File: config.mk
export PLATFORM = sky130hd
export DESIGN_NAME = servo_motion_sequencer
export DESIGN_NICKNAME = d
export VERILOG_FILES = /design/src/rtl/servo_pkg.sv /design/src/rtl/tick_divider.sv /design/src/rtl/servo_motion_sequencer.sv
export SDC_FILE = /design/constraint.sdc
export NUM_CORES = 1
export LEC_CHECK = 0
export CORE_ASPECT_RATIO = 0.5
export CORE_UTILIZATION = 57
export DETAILED_ROUTE_END_ITERATION = 7
export PLACE_DENSITY = 0.79
export SLEW_MARGIN = 25
export SYNTH_ARGS = -nofsm -noshare
export SYNTH_HDL_FRONTEND = slang
export SYNTH_SLANG_ARGS = --single-unit
File: constraint.sdc
create_clock -name clk -period 2.4 [get_ports clk]
set_input_delay 0.48 -clock clk [delete_from_list [all_inputs] [get_ports clk]]
set_output_delay 0.48 -clock clk [all_outputs]
set_load 0.01 [all_outputs]
File: src/rtl/servo_pkg.sv
// Shared definitions for the servo path: FSM state encoding, default
// position range, and the helper that sizes interval timers.
// Pure declarations, no logic.
package servo_pkg;

    typedef enum logic [1:0] {
        ST_IDLE   = 2'd0,
        ST_MOVE   = 2'd1,
        ST_SETTLE = 2'd2
    } state_t;

    localparam int DEF_POS_W     = 8;
    localparam int DEF_POS_MAX   = 180;
    localparam int DEF_POS_RESET = 90;

    // Width of a down-counter that must hold reload values up to max(a,b)-1.
    // Never narrower than one bit so a degenerate interval still elaborates.
    function automatic int timer_w(input int a, input int b);
        int m;
        m = (a > b) ? a : b;
        if (m <= 2) begin
            return 1;
        end
        return $clog2(m);
    endfunction

endpackage

File: src/rtl/tick_divider.sv
// Loadable down-counter with a zero flag, shared by step and settle timing.
// A load takes effect on the next edge; otherwise counts down to 0 and holds.
// No handshake: the owner decides when to load and when to act on zero.
module tick_divider #(
    parameter int W = 8
) (
    input  logic         clk,
    input  logic         rst,
    input  logic         load,
    input  logic [W-1:0] load_val,
    output logic [W-1:0] count,
    output logic         zero
);

    // Load has priority; otherwise decrement until the counter parks at 0.
    always_ff @(posedge clk or posedge rst) begin
        if (rst) begin
            count <= '0;
        end else if (load) begin
            count <= load_val;
        end else if (count != '0) begin
            count <= count - W'(1);
        end
    end

    assign zero = (count == '0);

endmodule

File: src/rtl/servo_motion_sequencer.sv
// Rate-limited position sequencer: walks cur_pos one degree per STEP_DIV
// cycles toward an accepted target, then holds one servo frame and pulses done.
// tgt_ready is high only in IDLE; requests arriving while busy wait there.
module servo_motion_sequencer
    import servo_pkg::*;
#(
    parameter int CLK_HZ    = 16000000,
    parameter int SERVO_HZ  = 50,
    parameter int STEP_HZ   = 500,
    parameter int POS_W     = DEF_POS_W,
    parameter int POS_MAX   = DEF_POS_MAX,
    parameter int POS_RESET = DEF_POS_RESET
) (
    input  logic             clk,
    input  logic             rst,
    input  logic [POS_W-1:0] tgt_pos,
    input  logic             tgt_valid,
    output logic             tgt_ready,
    output logic             step,
    output logic             dir,
    output logic [POS_W-1:0] cur_pos,
    output logic             busy,
    output logic             done
);

    localparam int SETTLE_CYCLES = CLK_HZ / SERVO_HZ;
    localparam int STEP_DIV      = CLK_HZ / STEP_HZ;
    localparam int TW            = timer_w(STEP_DIV, SETTLE_CYCLES);

    localparam logic [TW-1:0]    STEP_RELOAD   = TW'(STEP_DIV - 1);
    localparam logic [TW-1:0]    SETTLE_RELOAD = TW'(SETTLE_CYCLES - 1);
    localparam logic [TW-1:0]    TIMER_ONE     = TW'(1);
    localparam logic [POS_W-1:0] POS_MAX_V     = POS_W'(POS_MAX);
    localparam logic [POS_W-1:0] POS_RESET_V   = POS_W'(POS_RESET);

    state_t             state;
    logic [POS_W-1:0]   target;
    logic [POS_W-1:0]   tgt_clamped;
    logic               accept;
    logic               moving_needed;
    logic               timer_load;
    logic [TW-1:0]      timer_load_val;
    logic [TW-1:0]      timer_count;
    logic               timer_zero;
    logic               timer_last;

    assign tgt_ready     = (state == ST_IDLE);
    assign accept        = tgt_valid && tgt_ready;
    assign tgt_clamped   = (tgt_pos > POS_MAX_V) ? POS_MAX_V : tgt_pos;
    assign moving_needed = (tgt_clamped != cur_pos);

    // The registered step/done pulses are launched when the timer is at 1 so
    // that they are visible in the same cycle the timer reads 0; the state
    // decisions (reload, leave MOVE/SETTLE) are taken while it reads 0.
    assign timer_last = (timer_count == TIMER_ONE);

    // Timer reload: step interval on accept and after each step, settle
    // interval once the last step has landed on the target.
    always_comb begin
        timer_load     = 1'b0;
        timer_load_val = STEP_RELOAD;
        case (state)
            ST_IDLE: begin
                if (accept && moving_needed) begin
                    timer_load = 1'b1;
                end
            end
            ST_MOVE: begin
                if (timer_zero) begin
                    timer_load     = 1'b1;
                    timer_load_val = (cur_pos == target) ? SETTLE_RELOAD : STEP_RELOAD;
                end
            end
            default: begin
                timer_load = 1'b0;
            end
        endcase
    end

    tick_divider #(
        .W(TW)
    ) u_timer (
        .clk     (clk),
        .rst     (rst),
        .load    (timer_load),
        .load_val(timer_load_val),
        .count   (timer_count),
        .zero    (timer_zero)
    );

    // Sequencer FSM with registered outputs; step and done default to 0 so
    // they are single-cycle pulses.
    always_ff @(posedge clk or posedge rst) begin
        if (rst) begin
            state   <= ST_IDLE;
            cur_pos <= POS_RESET_V;
            target  <= '0;
            step    <= 1'b0;
            dir     <= 1'b0;
            busy    <= 1'b0;
            done    <= 1'b0;
        end else begin
            step <= 1'b0;
            done <= 1'b0;
            case (state)
                ST_IDLE: begin
                    if (accept) begin
                        target <= tgt_clamped;
                        if (!moving_needed) begin
                            done <= 1'b1;
                        end else begin
                            dir   <= (tgt_clamped > cur_pos);
                            busy  <= 1'b1;
                            state <= ST_MOVE;
                        end
                    end
                end
                ST_MOVE: begin
                    // cur_pos only moves toward target, which is already
                    // clamped, so it cannot leave 0..POS_MAX or wrap.
                    if (timer_last) begin
                        step    <= 1'b1;
                        cur_pos <= dir ? (cur_pos + POS_W'(1)) : (cur_pos - POS_W'(1));
                    end
                    if (timer_zero && (cur_pos == target)) begin
                        state <= ST_SETTLE;
                    end
                end
                ST_SETTLE: begin
                    if (timer_last) begin
                        done <= 1'b1;
                    end
                    if (timer_zero) begin
                        busy  <= 1'b0;
                        state <= ST_IDLE;
                    end
                end
                default: begin
                    state <= ST_IDLE;
                end
            endcase
        end
    end

endmodule

# ---- Yosys cells after proc, flatten, opt, wreduce, memory -nomap -nowiden
# Index checks and enable logic that the tools add are counted.
# W data, S select, Z words.
dict set report op_classes {
  n_mux 24
  n_eq_ne 9
  n_lt_le_gt_ge 2
  n_addsub 3
  n_reduce_logical 13
}
# operator count
set op_table {}
lappend op_table {{$mux W19} 5}
lappend op_table {{$eq A19 B1 Y1 const B} 1}
lappend op_table {{$logic_not A19 Y1} 1}
lappend op_table {{$reduce_bool A19 Y1} 1}
lappend op_table {{$sub A19 B1 Y19 const B} 1}
lappend op_table {{$mux W8} 2}
lappend op_table {{$mux W1} 9}
lappend op_table {{$add A8 B1 Y8 const B} 1}
lappend op_table {{$eq A8 B8 Y1} 1}
lappend op_table {{$gt A8 B8 Y1} 1}
lappend op_table {{$gt A8 B8 Y1 const B} 1}
lappend op_table {{$mux W2} 4}
lappend op_table {{$ne A8 B8 Y1} 1}
lappend op_table {{$reduce_and A4 Y1} 2}
lappend op_table {{$sub A8 B1 Y8 const B} 1}
lappend op_table {{$pmux W1 S2} 3}
lappend op_table {{$pmux W2 S3} 1}
lappend op_table {{$ne A2 B1 Y1 const B} 2}
lappend op_table {{$ne A2 B2 Y1 const B} 2}
lappend op_table {{$reduce_and A2 Y1} 2}
lappend op_table {{$reduce_bool A2 Y1} 2}
lappend op_table {{$logic_and A1 B1 Y1} 3}
lappend op_table {{$reduce_and A3 Y1} 1}
lappend op_table {{$eq A2 B1 Y1 const B} 1}
lappend op_table {{2 further kinds} 2}
dict set report word_totals {
  register_bits 41
  elab_cells 59
  output_inout_bits 13
  input_bits 11
}

# ---- Logic depth before layout (Yosys ltp)
dict set report logic_depth {
  depth_word 7
  ltp_mapped 11
  ltp_nobuf 10
}

# ---- Hierarchy
# A second synthesis with hierarchy kept.
dict set report unflattened {
  hier_cells 298
  area_unflattened_um2 2802.7
}
# mod seq_area_each_um2 cells_per_inst area_each_um2 instances
set modules_own_cells {}
lappend modules_own_cells {servo_motion_sequencer 555.5 165 1591.5 1}
lappend modules_own_cells {tick_divider 475.5 133 1211.2 1}

# ---- Least setup slack after synthesis
# Ideal clock, no wire load.
dict set report synth_timing {
  kind {input port to flip-flop}
  from {input port tgt_pos[0]}
  to {register u_timer.count[13]}
  t_arrival_ns 2.208
  cell_stages 10
  path_buffers 1
  required_time_ns 2.280
  setup_slack_ns 0.072
  setup_ns 0.120
  cell_sequence {o21ai_0 a21oi_1 o21ai_0 nand2b_1 ha_1 nand4_1 nor2_1 nor2_1 clkbuf_1 a31o_2}
}
dict set report synth_via {
  elab_chain_len 7
  elab_cells_between_ends 8
  classes_between {order compare: 1; eq/ne: 1; mux: 4; reduce/logical: 2}
}
# element line_no
set synth_rtl {}
lappend synth_rtl {{from (decl)} servo_motion_sequencer.sv:16} ;# input logic [POS_W-1:0] tgt_pos,
lappend synth_rtl {{$gt A8 B8 Y1 (*)} servo_motion_sequencer.sv:49} ;# assign tgt_clamped = (tgt_pos > POS_MAX_V) ? POS_MAX_V : tgt_pos;
lappend synth_rtl {{$mux W8 (*)} servo_motion_sequencer.sv:49}
lappend synth_rtl {{named net tgt_clamped[5]} servo_motion_sequencer.sv:38} ;# logic [POS_W-1:0] tgt_clamped;
lappend synth_rtl {{$ne A8 B8 Y1 (*)} servo_motion_sequencer.sv:50} ;# assign moving_needed = (tgt_clamped != cur_pos);
lappend synth_rtl {{$logic_and A1 B1 Y1 (*)} servo_motion_sequencer.sv:64} ;# if (accept && moving_needed) begin
lappend synth_rtl {{$mux W1 (*)} servo_motion_sequencer.sv:64}
lappend synth_rtl {{$pmux W1 S2 (*)} servo_motion_sequencer.sv:62} ;# case (state)
lappend synth_rtl {{$mux W19 / $reduce_bool A2 Y1 (equally long branches)} -}
lappend synth_rtl {{to (signal assigned)} tick_divider.sv:20} ;# count <= load_val;
lappend synth_rtl {{to (signal assigned)} tick_divider.sv:22} ;# count <= count - W'(1);
lappend synth_rtl {{to (decl)} tick_divider.sv:11} ;# output logic [W-1:0] count,
# Mark *: on every way through the listed nets, which the timed path passes. The rest lies on a longest branch.
# A chain may end at the register's enable or synchronous reset.

# ---- Worst setup path in the final report
dict set report layout_timing {
  from {input port tgt_pos[7]}
  to {register dir}
}
dict set report layout_via {
  elab_chain_len 4
  elab_cells_between_ends 5
  classes_between {order compare: 2; eq/ne: 1; mux: 1; reduce/logical: 1}
}
# element line_no
set layout_rtl {}
lappend layout_rtl {{$gt A8 B8 Y1 (*)} servo_motion_sequencer.sv:49}
lappend layout_rtl {{$mux W8 (*)} servo_motion_sequencer.sv:49}
lappend layout_rtl {{named net tgt_clamped[1]} servo_motion_sequencer.sv:38}
lappend layout_rtl {{branches (longest 2 deep; another with $gt A8 B8 Y1)} -}
lappend layout_rtl {{to (signal assigned)} servo_motion_sequencer.sv:112} ;# dir <= (tgt_clamped > cur_pos);
lappend layout_rtl {{to (decl)} servo_motion_sequencer.sv:20} ;# output logic dir,
# Mark *: on every way through the listed nets, which the timed path passes.

==> results by group <==
Layout
  • P&R area growth vs syn: 24.0%
  • Highest-count cells in the layout ignoring fill and taps: dfrtp_1, o21ai_0, clkdlybuf4s50_1
  • Commonest non-fill, non-tap cell in the layout: dfrtp_1
  • # diodes: 0
  • Final nets: 334
  • Layout cell share with drive strength beyond 1: between 10% and 20%
  • Finished Layout Cells: 361

Routing
  • Drt initial violations: 86
  • Routed length per instance: 18.3 µm
  • Vias post-DR: 2227
  • Vias per cell: between 6 and 7
  • Final WL: approximately 6600 µm
  • Residual DRC: 0
  • Pre-Repair DR Iteration Count: 4
  • Antenna Nets Post-Route: 0

Floorplanning
  • Row count: 16
  • Area of the die: 4790 µm²
  • Die Ht: 49.4 µm
  • Initial Utilization: ~62%
  • Chip Width: a little under 100 µm
  • IO Count: 24
  • Core Box Area: roughly 4000 µm²

STA
  • Rel. slew slack: between 60 and 70%
  • Final WS setup: 0.176 ns
  • Slew @ Worst Pin: 0.556 ns
  • Tcrit/Tclk final: 92.6%
  • Max frequency: 450 MHz
  • Setup violations, final: 0
  • Fin. Hold Viols: 0
  • Clock skew: 0.00504 ns
  • Unrepaired setup endpoints after global routing: false
  • Final min period: 2.22 ns
  • Final Max Tran Viols: 0

Power and ir drop
  • Switching power: 307 µW
  • Internal: 1.15 mW
  • Net Sw Frac: a little over a fifth
  • P_leak: 1.37 nW
  • Clk pwr share: a little under half
  • Logic pwr share: between 6 and 7%
  • Reg power frac: 47.4%
  • Peak VDD IR: between 300 and 400 µV
  • Pwr per Cell Area: 458 nW/µm²

Yosys
  • Synth Register Bits: 41
  • Synth warn: 0
  • Mapped Nets: 292
  • Netlist Area Pre-Place: between 2000 and 3000 µm²
  • FFs w/ async S/R, synth: 100%
  • Synth unique cells: 52
  • Number of flops mapped to enable cells by yosys: 0
  • Ys flop type: dfrtp_1
  • Synthesized area per cell: 9.71 µm²
  • Post-Syn Instances: 264
  • Sequential area share after synthesis: between 40% and 50%

Critical path
  • CP Capture Type: register
  • R2R Setup Slk: 0.21 ns
  • CP Launch Type: primary input
  • Worst Path Arrival: 2.40 ns
  • Reg2reg path depth: 7
  • Worst EP required: about 2.6 ns
  • Worst R2R Start: dir
  • Crit path cell chain: clkdlybuf4s50_1, o21ai_1, buf_4, and2_4, ha_4, nor2b_1, o21a_1, o21a_1, o21bai_1, a31oi_1
  • Max stage delay cell, worst path: clkdlybuf4s50_1
  • CP peak stage delay: a little under 0.5 ns
  • Worst path most repeated cell: o21a_1
  • Crit-path max FO: 6
  • Reg2reg end: cur_pos[7]
  • Crit Path Class: primary input to register

Placement
  • Dpl ws: -0.588 ns
  • I/O Buffers: 23
  • Placed cell count: roughly 350
  • Routability cong.: 0.839
  • Detailed Place HPWL: ~4600 µm

Clock network
  • Worst skew pair latency: 0.30 ns
  • Clock Tree Root: clkbuf_8
  • Clock sink total: 41
  • CTS tree: built
  • CTS Buf Count: 5
  • Clock buffer depth: 2
  • Clk slew on worst S/H paths: 0.08 ns
  • Cts hold-fix bufs: 0
  • H-tree depth reported by CTS: 2

Status
  • Status: finished clean

Global route
  • Total grt overflow: 0
  • First-pass GRT wire length: roughly 11000 µm
  • Pin count of the biggest net entering global routing: 16
  • Vias in the first global route: 2327
  • Antenna violations before repair: 0
  • All-layer global routing usage: between 30% and 40%

Worst hold path
  • Worst Hold Path EP: done
  • Hold Path Depth: 1
  • Min-delay src: state[0]
  • HP Class: register to register

Flow run
  • Max Cap Viol: 0
[per-layer routing]
metal / GRT usage, % / vias up / part of all wire (%)
met1: 36.3 / 1107 / 42
met3: 6.73 / 23 / 4.7
met5: 0 / - / 0
li1: - / 1038 / -
met4: 16.2 / 0 / 3.4
met2: 50.8 / 59 / 49
[state kept, by name, summed over array words and instances, names as in the netlist]
| name | flops |
|---|---|
| u_timer.count | 19 |
| state | 2 |
| busy | 1 |
| target | 8 |
| dir | 1 |
| step | 1 |
| done | 1 |
| cur_pos | 8 |
[worst max-delay path by stage]
stage	from	to	slack [ns]
2_1_floorplan	tgt_pos[0]	u_timer.count[13]	0.07
3_3_place_gp	tgt_pos[0]	u_timer.count[8]	-0.45
3_5_place_dp	tgt_pos[0]	u_timer.count[15]	-0.59
4_1_cts	tgt_pos[2]	u_timer.count[4]	0.02
5_1_grt	dir	cur_pos[7]	0.06
6_report	tgt_pos[7]	dir	0.18
[final cells by class]
class                      instances  area [µm²]
clock buffer                       5        68.8
multi-input combinational        203        1510
timing repair buffer              40         377
inverter                          15        56.3
fill                             257         925
tap                               54        67.6
sequential                        41        1030
clock inverter                     3        65.1
[power by group through the flow]
stage	Combinational (mW)	Sequential, mW	Clock [mW]
3_3_place_gp	0.0748	0.704	0
6_report	0.0919	0.690	0.675
3_5_place_dp	0.0790	0.704	0
4_1_cts	0.0862	0.690	0.679
2_1_floorplan	0.0354	0.704	0
5_1_grt	0.101	0.691	0.709
[logic make-up (layout without fill, tap and decap cells)]
family          count (synthesis)  count (layout)  synth area share, %
mux                            10              10                 4.44
buf+inv                        21              63                 3.42
flops                          41              41                 40.2
simple gates                   94              95                 22.3
xor+xnor                       19              19                 6.49
compound gates                 62              62                 14.6
fa+ha+maj                      17              17                 8.59
[what timing repair did]
item                       4_1_cts  5_1_grt
setup buffers                    1        0
gates resized for setup          9       12
pin swaps                        4        7
setup endpoints to repair       22       21
gates cloned                     1        0
[synth_stat cells (6+ instances only)]
library cell,n,area share [%]
o21ai_0,22,4.3
nor4_1,6,1.5
xor2_1,13,4.4
dfrtp_1,37,36
ha_1,16,7.8
nand2_1,16,2.3
xnor2_1,6,2.0
mux2_2,7,3.1
nand3_1,6,1.2
nand2b_1,6,1.5
a21oi_1,13,2.5
nand4_1,6,1.5
a21o_1,6,1.8
nor2_1,17,2.5
inv_1,15,2.2
o31ai_1,8,2.3
[critical path, delay by kind of cell]
family,cells,cell delay [ns]
AOI/OAI and AO/OA,5,0.76
and+or+nand+nor,2,0.31
adders and majority gates,1,0.22
buffers and inverters,2,0.64
[per-stage QoR]
stage	area, µm²	util [%]	hold slack [ns]	TNS, ns	power (mW)
finish	3180	77.5	0.478	0	1.46
global route	3180	77.5	0.489	0	1.50
CTS	3150	76.7	0.472	0	1.46
detailed placement	2950	71.9	0.464	-9.54	0.783
global placement	2950	71.9	0.452	-7.42	0.779
floorplan	2560	-	0.427	0	0.739
(Power assumes the default switching activity.)
